$ cat config.mk
export PLATFORM = sky130hd
export DESIGN_NAME = instruction_fetch_unit
export DESIGN_NICKNAME = d
export VERILOG_FILES = /design/src/rtl/cpu_pkg.sv /design/src/rtl/fetch_fifo.sv /design/src/rtl/instruction_fetch_unit.sv
export SDC_FILE = /design/constraint.sdc
export NUM_CORES = 1
export LEC_CHECK = 0
export BUFFER_PORTS_ARGS = -buffer_cell sky130_fd_sc_hd__buf_2
export CORE_MARGIN = 5
export CORE_UTILIZATION = 47
export DETAILED_ROUTE_END_ITERATION = 8
export PLACE_DENSITY_LB_ADDON = 0.3
export REMOVE_ABC_BUFFERS = 1
export SLEW_MARGIN = 20
export SYNTH_ARGS = -nofsm -noshare
export SYNTH_HDL_FRONTEND = slang
export SYNTH_SLANG_ARGS = --single-unit
$ cat constraint.sdc
create_clock -name clk -period 3.2 [get_ports clk]
set_input_delay 0.64 -clock clk [delete_from_list [all_inputs] [get_ports clk]]
set_output_delay 0.64 -clock clk [all_outputs]
set_load 0.01 [all_outputs]
$ cat src/rtl/cpu_pkg.sv
// Shared CPU front-end widths and the fetch buffer payload.
package cpu_pkg;

   localparam int unsigned ADDR_W     = 64;
   localparam int unsigned INST_W     = 32;
   localparam int unsigned INST_BYTES = 4;

   // One fetched instruction tagged with the PC it was read from.
   typedef struct packed {
      logic [ADDR_W-1:0] pc;
      logic [INST_W-1:0] inst;
   } fetch_entry_t;

endpackage : cpu_pkg

$ cat src/rtl/fetch_fifo.sv
// Small synchronous FIFO of fetch entries with a single-cycle flush.
module fetch_fifo
   import cpu_pkg::*;
#(
   parameter int unsigned FIFO_DEPTH = 2
) (
   input  logic         clk,
   input  logic         reset_n,
   input  logic         flush,
   input  logic         push,
   input  logic         pop,
   input  fetch_entry_t wr_entry,
   output fetch_entry_t head,
   output logic         head_valid,
   output logic         full
);

   localparam int unsigned PTR_W = $clog2(FIFO_DEPTH);
   localparam int unsigned CNT_W = $clog2(FIFO_DEPTH + 1);

   fetch_entry_t     storage [FIFO_DEPTH];
   logic [PTR_W-1:0] wr_ptr;
   logic [PTR_W-1:0] rd_ptr;
   logic [CNT_W-1:0] count;

   // Entry storage; cleared on reset so the head reads zero out of reset.
   always_ff @(posedge clk or negedge reset_n) begin
      if (!reset_n) begin
         for (int i = 0; i < int'(FIFO_DEPTH); i++) begin
            storage[i] <= '0;
         end
      end else if (push && !flush) begin
         storage[wr_ptr] <= wr_entry;
      end
   end

   // Pointers wrap naturally since the depth is a power of two; flush rewinds both.
   always_ff @(posedge clk or negedge reset_n) begin
      if (!reset_n) begin
         wr_ptr <= '0;
         rd_ptr <= '0;
         count  <= '0;
      end else if (flush) begin
         wr_ptr <= '0;
         rd_ptr <= '0;
         count  <= '0;
      end else begin
         if (push) begin
            wr_ptr <= wr_ptr + PTR_W'(1);
         end
         if (pop) begin
            rd_ptr <= rd_ptr + PTR_W'(1);
         end
         unique case ({push, pop})
            2'b10:   count <= count + CNT_W'(1);
            2'b01:   count <= count - CNT_W'(1);
            default: count <= count;
         endcase
      end
   end

   assign head       = storage[rd_ptr];
   assign head_valid = (count != CNT_W'(0));
   assign full       = (count == CNT_W'(FIFO_DEPTH));

endmodule : fetch_fifo

$ cat src/rtl/instruction_fetch_unit.sv
// Fetch stage: owns the PC, reads instruction memory, buffers {pc, inst} for decode.
module instruction_fetch_unit
   import cpu_pkg::*;
#(
   parameter logic [63:0] RESET_PC   = 64'h0,
   parameter int unsigned FIFO_DEPTH = 2,
   parameter int unsigned MEM_BYTES  = 256
) (
   input  logic              clk,
   input  logic              reset_n,
   input  logic              fetch_enable,
   input  logic              redirect_valid,
   input  logic [ADDR_W-1:0] redirect_pc,
   output logic [ADDR_W-1:0] imem_address,
   input  logic [INST_W-1:0] imem_data,
   output logic              inst_valid,
   input  logic              inst_ready,
   output logic [INST_W-1:0] inst_data,
   output logic [ADDR_W-1:0] inst_pc,
   output logic              fetch_fault
);

   // Highest PC whose whole word still lies inside instruction memory.
   localparam logic [ADDR_W-1:0] PC_LIMIT = ADDR_W'(MEM_BYTES - INST_BYTES);

   logic [ADDR_W-1:0] pc;
   logic              fault;
   logic              fifo_full;
   logic              head_valid;
   fetch_entry_t      head;
   fetch_entry_t      wr_entry;
   logic              pop_c;
   logic              fetch_req_c;
   logic              push_c;
   logic              unused_redirect_lsbs;

   // Push/pop decisions; an out-of-range fetch request raises the fault instead of pushing.
   always_comb begin
      pop_c       = head_valid & inst_ready;
      fetch_req_c = fetch_enable & ~redirect_valid & ~fault & (~fifo_full | pop_c);
      push_c      = fetch_req_c & (pc <= PC_LIMIT);
   end

   // PC and sticky fault; redirect wins over everything else.
   always_ff @(posedge clk or negedge reset_n) begin
      if (!reset_n) begin
         pc    <= RESET_PC;
         fault <= 1'b0;
      end else if (redirect_valid) begin
         pc    <= {redirect_pc[ADDR_W-1:2], 2'b00};
         fault <= 1'b0;
      end else if (push_c) begin
         pc    <= pc + ADDR_W'(INST_BYTES);
      end else if (fetch_req_c) begin
         fault <= 1'b1;
      end
   end

   assign wr_entry = '{pc: pc, inst: imem_data};

   fetch_fifo #(
      .FIFO_DEPTH (FIFO_DEPTH)
   ) u_fetch_fifo (
      .clk        (clk),
      .reset_n    (reset_n),
      .flush      (redirect_valid),
      .push       (push_c),
      .pop        (pop_c),
      .wr_entry   (wr_entry),
      .head       (head),
      .head_valid (head_valid),
      .full       (fifo_full)
   );

   assign imem_address         = pc;
   assign inst_valid           = head_valid;
   assign inst_data            = head.inst;
   assign inst_pc              = head.pc;
   assign fetch_fault          = fault;
   assign unused_redirect_lsbs = ^redirect_pc[1:0];

endmodule : instruction_fetch_unit

==> impl_metrics.xml <==
<?xml version="1.0" encoding="UTF-8"?>
<metrics>
  <group name="worst_setup_path">
    <metric name="cp_max_fo" unit="">94</metric>
    <metric name="crit_path_end_kind" unit="">flip-flop</metric>
    <metric name="critical_path_required" unit="ps">3610</metric>
    <metric name="startpoint_type" unit="">flip-flop</metric>
    <metric name="data_arrival_time_at_the_worst_slack_endpoint" unit="ps">3160</metric>
    <metric name="rr_worst_depth" unit="">7</metric>
    <metric name="reg2reg_to" unit="">u_fetch_fifo.storage[5]</metric>
    <metric name="reg2reg_setup_slack" unit="ps">450</metric>
    <metric name="worst_r2r_startpoint" unit="">imem_address[2]</metric>
    <metric name="worstSetupPathType" unit="">reg2reg</metric>
  </group>
  <group name="synthesis">
    <metric name="async_reset_ff_share" unit="%">100</metric>
    <metric name="synth_area_leaders" unit="">sky130_fd_sc_hd__dfrtp_1, sky130_fd_sc_hd__mux2_2, sky130_fd_sc_hd__and2_1</metric>
    <metric name="cell_area_after_synthesis" unit="mm²">0.0103</metric>
    <metric name="synth_top_cell_area_share" unit="%">62.0</metric>
    <metric name="postSynthRegisterBits" unit="">255</metric>
    <metric name="yosys.area.top_type" unit="">sky130_fd_sc_hd__dfrtp_1</metric>
    <metric name="synth_edf_count" unit="">0</metric>
    <metric name="yosysMostFrequentCell" unit="">sky130_fd_sc_hd__dfrtp_1</metric>
    <metric name="synth-warning-count" unit="">0</metric>
    <metric name="synthTopCellsByCount" unit="">sky130_fd_sc_hd__dfrtp_1, sky130_fd_sc_hd__mux2_2, sky130_fd_sc_hd__and2_1</metric>
    <metric name="yosysUniqueCellTypes" unit="">34</metric>
    <metric name="syn_avg_cell_area" unit="µm²">14.4</metric>
    <metric name="yosys_most_used_dff" unit="">sky130_fd_sc_hd__dfrtp_1</metric>
    <metric name="post_synth_inst_count" unit="">714</metric>
    <metric name="synth.yosys.seq_area_share" unit="%">62.0</metric>
  </group>
  <group name="die">
    <metric name="die_x" unit="µm">158</metric>
    <metric name="core_area" unit="mm²">0.0217</metric>
    <metric name="die_y" unit="µm">158</metric>
    <metric name="floorplan.die_area" unit="mm²">0.0250</metric>
    <metric name="ioPinCount" unit="">263</metric>
    <metric name="fp-row-count" unit="">54</metric>
    <metric name="initial_cell_density_of_the_core" unit="%">47.5</metric>
  </group>
  <group name="sta">
    <metric name="finalHoldWorstSlack" unit="ps">111</metric>
    <metric name="max_clock_freq" unit="MHz">364</metric>
    <metric name="tightestPinTransition" unit="ps">1060</metric>
    <metric name="final.min_clock_period" unit="ps">2750</metric>
    <metric name="slew_headroom" unit="%">29.0</metric>
    <metric name="fin_crit_sh" unit="%">85.9</metric>
    <metric name="drv_slew" unit="">0</metric>
    <metric name="final.setup.worst_slack" unit="ps">450</metric>
    <metric name="fin_skew" unit="ps">10.7</metric>
    <metric name="report.final.hold_viol_count" unit="">0</metric>
    <metric name="grt_setup_unrepaired" unit="">false</metric>
    <metric name="setup_violations" unit="">0</metric>
  </group>
  <group name="route">
    <metric name="final_ant_viol_nets" unit="">0</metric>
    <metric name="route.layer.met1.wl" unit="µm">9470</metric>
    <metric name="highest_layer" unit="">met4</metric>
    <metric name="route.detailed.drc" unit="">0</metric>
    <metric name="met3RoutedLength" unit="µm">1790</metric>
    <metric name="routed_via_density" unit="">5.04</metric>
    <metric name="drt_pass1_iterations" unit="">4</metric>
    <metric name="wl_met2" unit="µm">10200</metric>
    <metric name="drt_first_iter_violations" unit="">259</metric>
    <metric name="wire_length_per_cell_after_detailed_routing" unit="µm">17.3</metric>
    <metric name="route.vias.total" unit="">6417</metric>
    <metric name="detail_route.wirelength" unit="µm">22000</metric>
  </group>
  <group name="placed_design">
    <metric name="post_placement_cell_area" unit="mm²">0.0119</metric>
    <metric name="routabilityCongestion" unit="">0.744</metric>
    <metric name="post-dp-hpwl" unit="µm">14400</metric>
    <metric name="dpl.cell_count" unit="">1221</metric>
    <metric name="place.port_buffers" unit="">256</metric>
    <metric name="preCtsSetupSlack" unit="ps">369</metric>
  </group>
  <group name="clock_tree">
    <metric name="cts_tree" unit="">built</metric>
    <metric name="cts.hold.buffers_added" unit="">0</metric>
    <metric name="cts_made_buffers" unit="">28</metric>
    <metric name="cts.path.max_buffers" unit="">3</metric>
    <metric name="clock_insertion_delay_worst_skew" unit="ps">530</metric>
    <metric name="cts_num_sinks" unit="">255</metric>
    <metric name="number_of_buffers_inserted_to_repair_setup_after_cts" unit="">0</metric>
    <metric name="number_of_levels_the_h_tree_was_split_into" unit="">1</metric>
    <metric name="clockRootBuffer" unit="">sky130_fd_sc_hd__clkbuf_16</metric>
    <metric name="clk_pin_slew_worst_paths" unit="ps">60</metric>
    <metric name="cts-resized-gates" unit="">0</metric>
  </group>
  <group name="finish">
    <metric name="final.fill_count" unit="">1753</metric>
    <metric name="diodes" unit="">0</metric>
    <metric name="finalNonFillerCells" unit="">1273</metric>
    <metric name="layout-drive-gt1-share" unit="%">55.1</metric>
    <metric name="layout.nets" unit="">1074</metric>
    <metric name="syn_to_layout_area_delta" unit="%">25.5</metric>
    <metric name="final_cell_area" unit="mm²">0.0129</metric>
  </group>
  <group name="global_routing">
    <metric name="grt_pass1_wl" unit="µm">35900</metric>
    <metric name="grt_max_degree" unit="">97</metric>
    <metric name="grt_antenna_before_repair" unit="">0</metric>
    <metric name="vias_in_the_first_global_route" unit="">6901</metric>
    <metric name="grt_overflow_total" unit="">0</metric>
    <metric name="gr-usage-all-layers" unit="%">17.7</metric>
  </group>
  <group name="run_status">
    <metric name="status" unit="">completed</metric>
  </group>
  <group name="flow_run">
    <metric name="cap_viol_max_count" unit="">0</metric>
  </group>
  <group name="power_and_ir_drop">
    <metric name="p_leak" unit="nW">6.85</metric>
    <metric name="power.total" unit="mW">7.16</metric>
    <metric name="vdd_ir_drop_max" unit="V">0.000420</metric>
    <metric name="power_density" unit="mW/mm²">554</metric>
  </group>
  <group name="worst_hold_path">
    <metric name="worst_hold_path_type" unit="">in2async</metric>
  </group>
</metrics>
[report_power, final]
group	switching [mW]	internal [mW]
Sequential	0.0738	3.30
Clock	1.27	2.12
Combinational	0.206	0.184
[layout by cell type (no fill, tap or decap), drive strengths merged, types with 2 or more instances in the layout]
master and count:
nand2 8, and2 112, nand4 4, and4 2, and3 2, nor2 6
nand3 5, nand2b 3, a21oi 2, inv 4, clkinv 8, mux2 225
o21a 2, nor4 17, dfrtp 255, xor2 4, o21ai 4, clkbuf 40
ha 2, conb 4, buf 267, nor2b 3, bufinv 3
[metrics by stage]
stage               TNS, ps  utilization (%)
floorplan           -148150                -
global placement          0             54.9
detailed placement        0             54.9
CTS                       0             59.6
global route              0             59.6
finish                    0             59.6
[per-layer routing]
metal	vias to the layer above	GRT usage, %
li1	2989	-
met1	3186	24.3
met2	207	28.1
met3	35	4.92
met4	0	4.55
met5	-	0
[worst max-delay path, cell delays in order, from the launching register on]
cell and delay, ps:
sky130_fd_sc_hd__dfrtp_1 470, sky130_fd_sc_hd__ha_1 200, sky130_fd_sc_hd__and3_1 180, sky130_fd_sc_hd__nand3_1 120, sky130_fd_sc_hd__o21a_1 270, sky130_fd_sc_hd__nand4_1 120
sky130_fd_sc_hd__buf_4 700, sky130_fd_sc_hd__mux2_2 420
[flip-flops by register name, summed over array words and instances, names as in the netlist]
| name | flops |
|---|---|
| u_fetch_fifo.rd_ptr | 1 |
| fetch_fault | 1 |
| imem_address | 62 |
| u_fetch_fifo.storage | 188 |
| u_fetch_fifo.count | 2 |
| u_fetch_fifo.wr_ptr | 1 |
[cells by family (layout without fill, tap and decap cells)]
group                    after synthesis  count (layout)  share of synthesized area, %
AO/OA/AOI/OAI                         14              14                         0.948
XOR/XNOR                               5               5                         0.425
adder cells (fa/ha/maj)                2               2                         0.243
buffers and inverters                 46             322                          1.93
flip-flops                           255             255                          62.0
multiplexers                         225             225                          24.6
other                                  1               4                        0.0364
AND/OR/NAND/NOR                      166             166                          9.80
[area by class of cell]
| type | instances | area [µm²] | area share [%] |
|---|---|---|---|
| clock buffer | 40 | 867 | 6.71 |
| clock inverter | 12 | 145 | 1.12 |
| inverter | 3 | 11.3 | 0.0872 |
| multi-input combinational | 416 | 3720 | 28.8 |
| sequential | 255 | 6380 | 49.4 |
| tap | 280 | 350 | 2.71 |
| timing repair buffer | 267 | 1440 | 11.1 |
[worst max path at each step]
stage,startpoint,to,slack (ps),cells past startpoint
2_1_floorplan,imem_address[2],u_fetch_fifo.storage[100],-790,6
3_3_place_gp,inst_ready,u_fetch_fifo.storage[0],420,6
3_5_place_dp,inst_ready,u_fetch_fifo.storage[25],370,6
4_1_cts,imem_address[2],u_fetch_fifo.storage[10],420,7
5_1_grt,imem_address[2],u_fetch_fifo.storage[19],190,7
6_report,imem_address[2],u_fetch_fifo.storage[5],450,7
(Power assumes the default switching activity.)
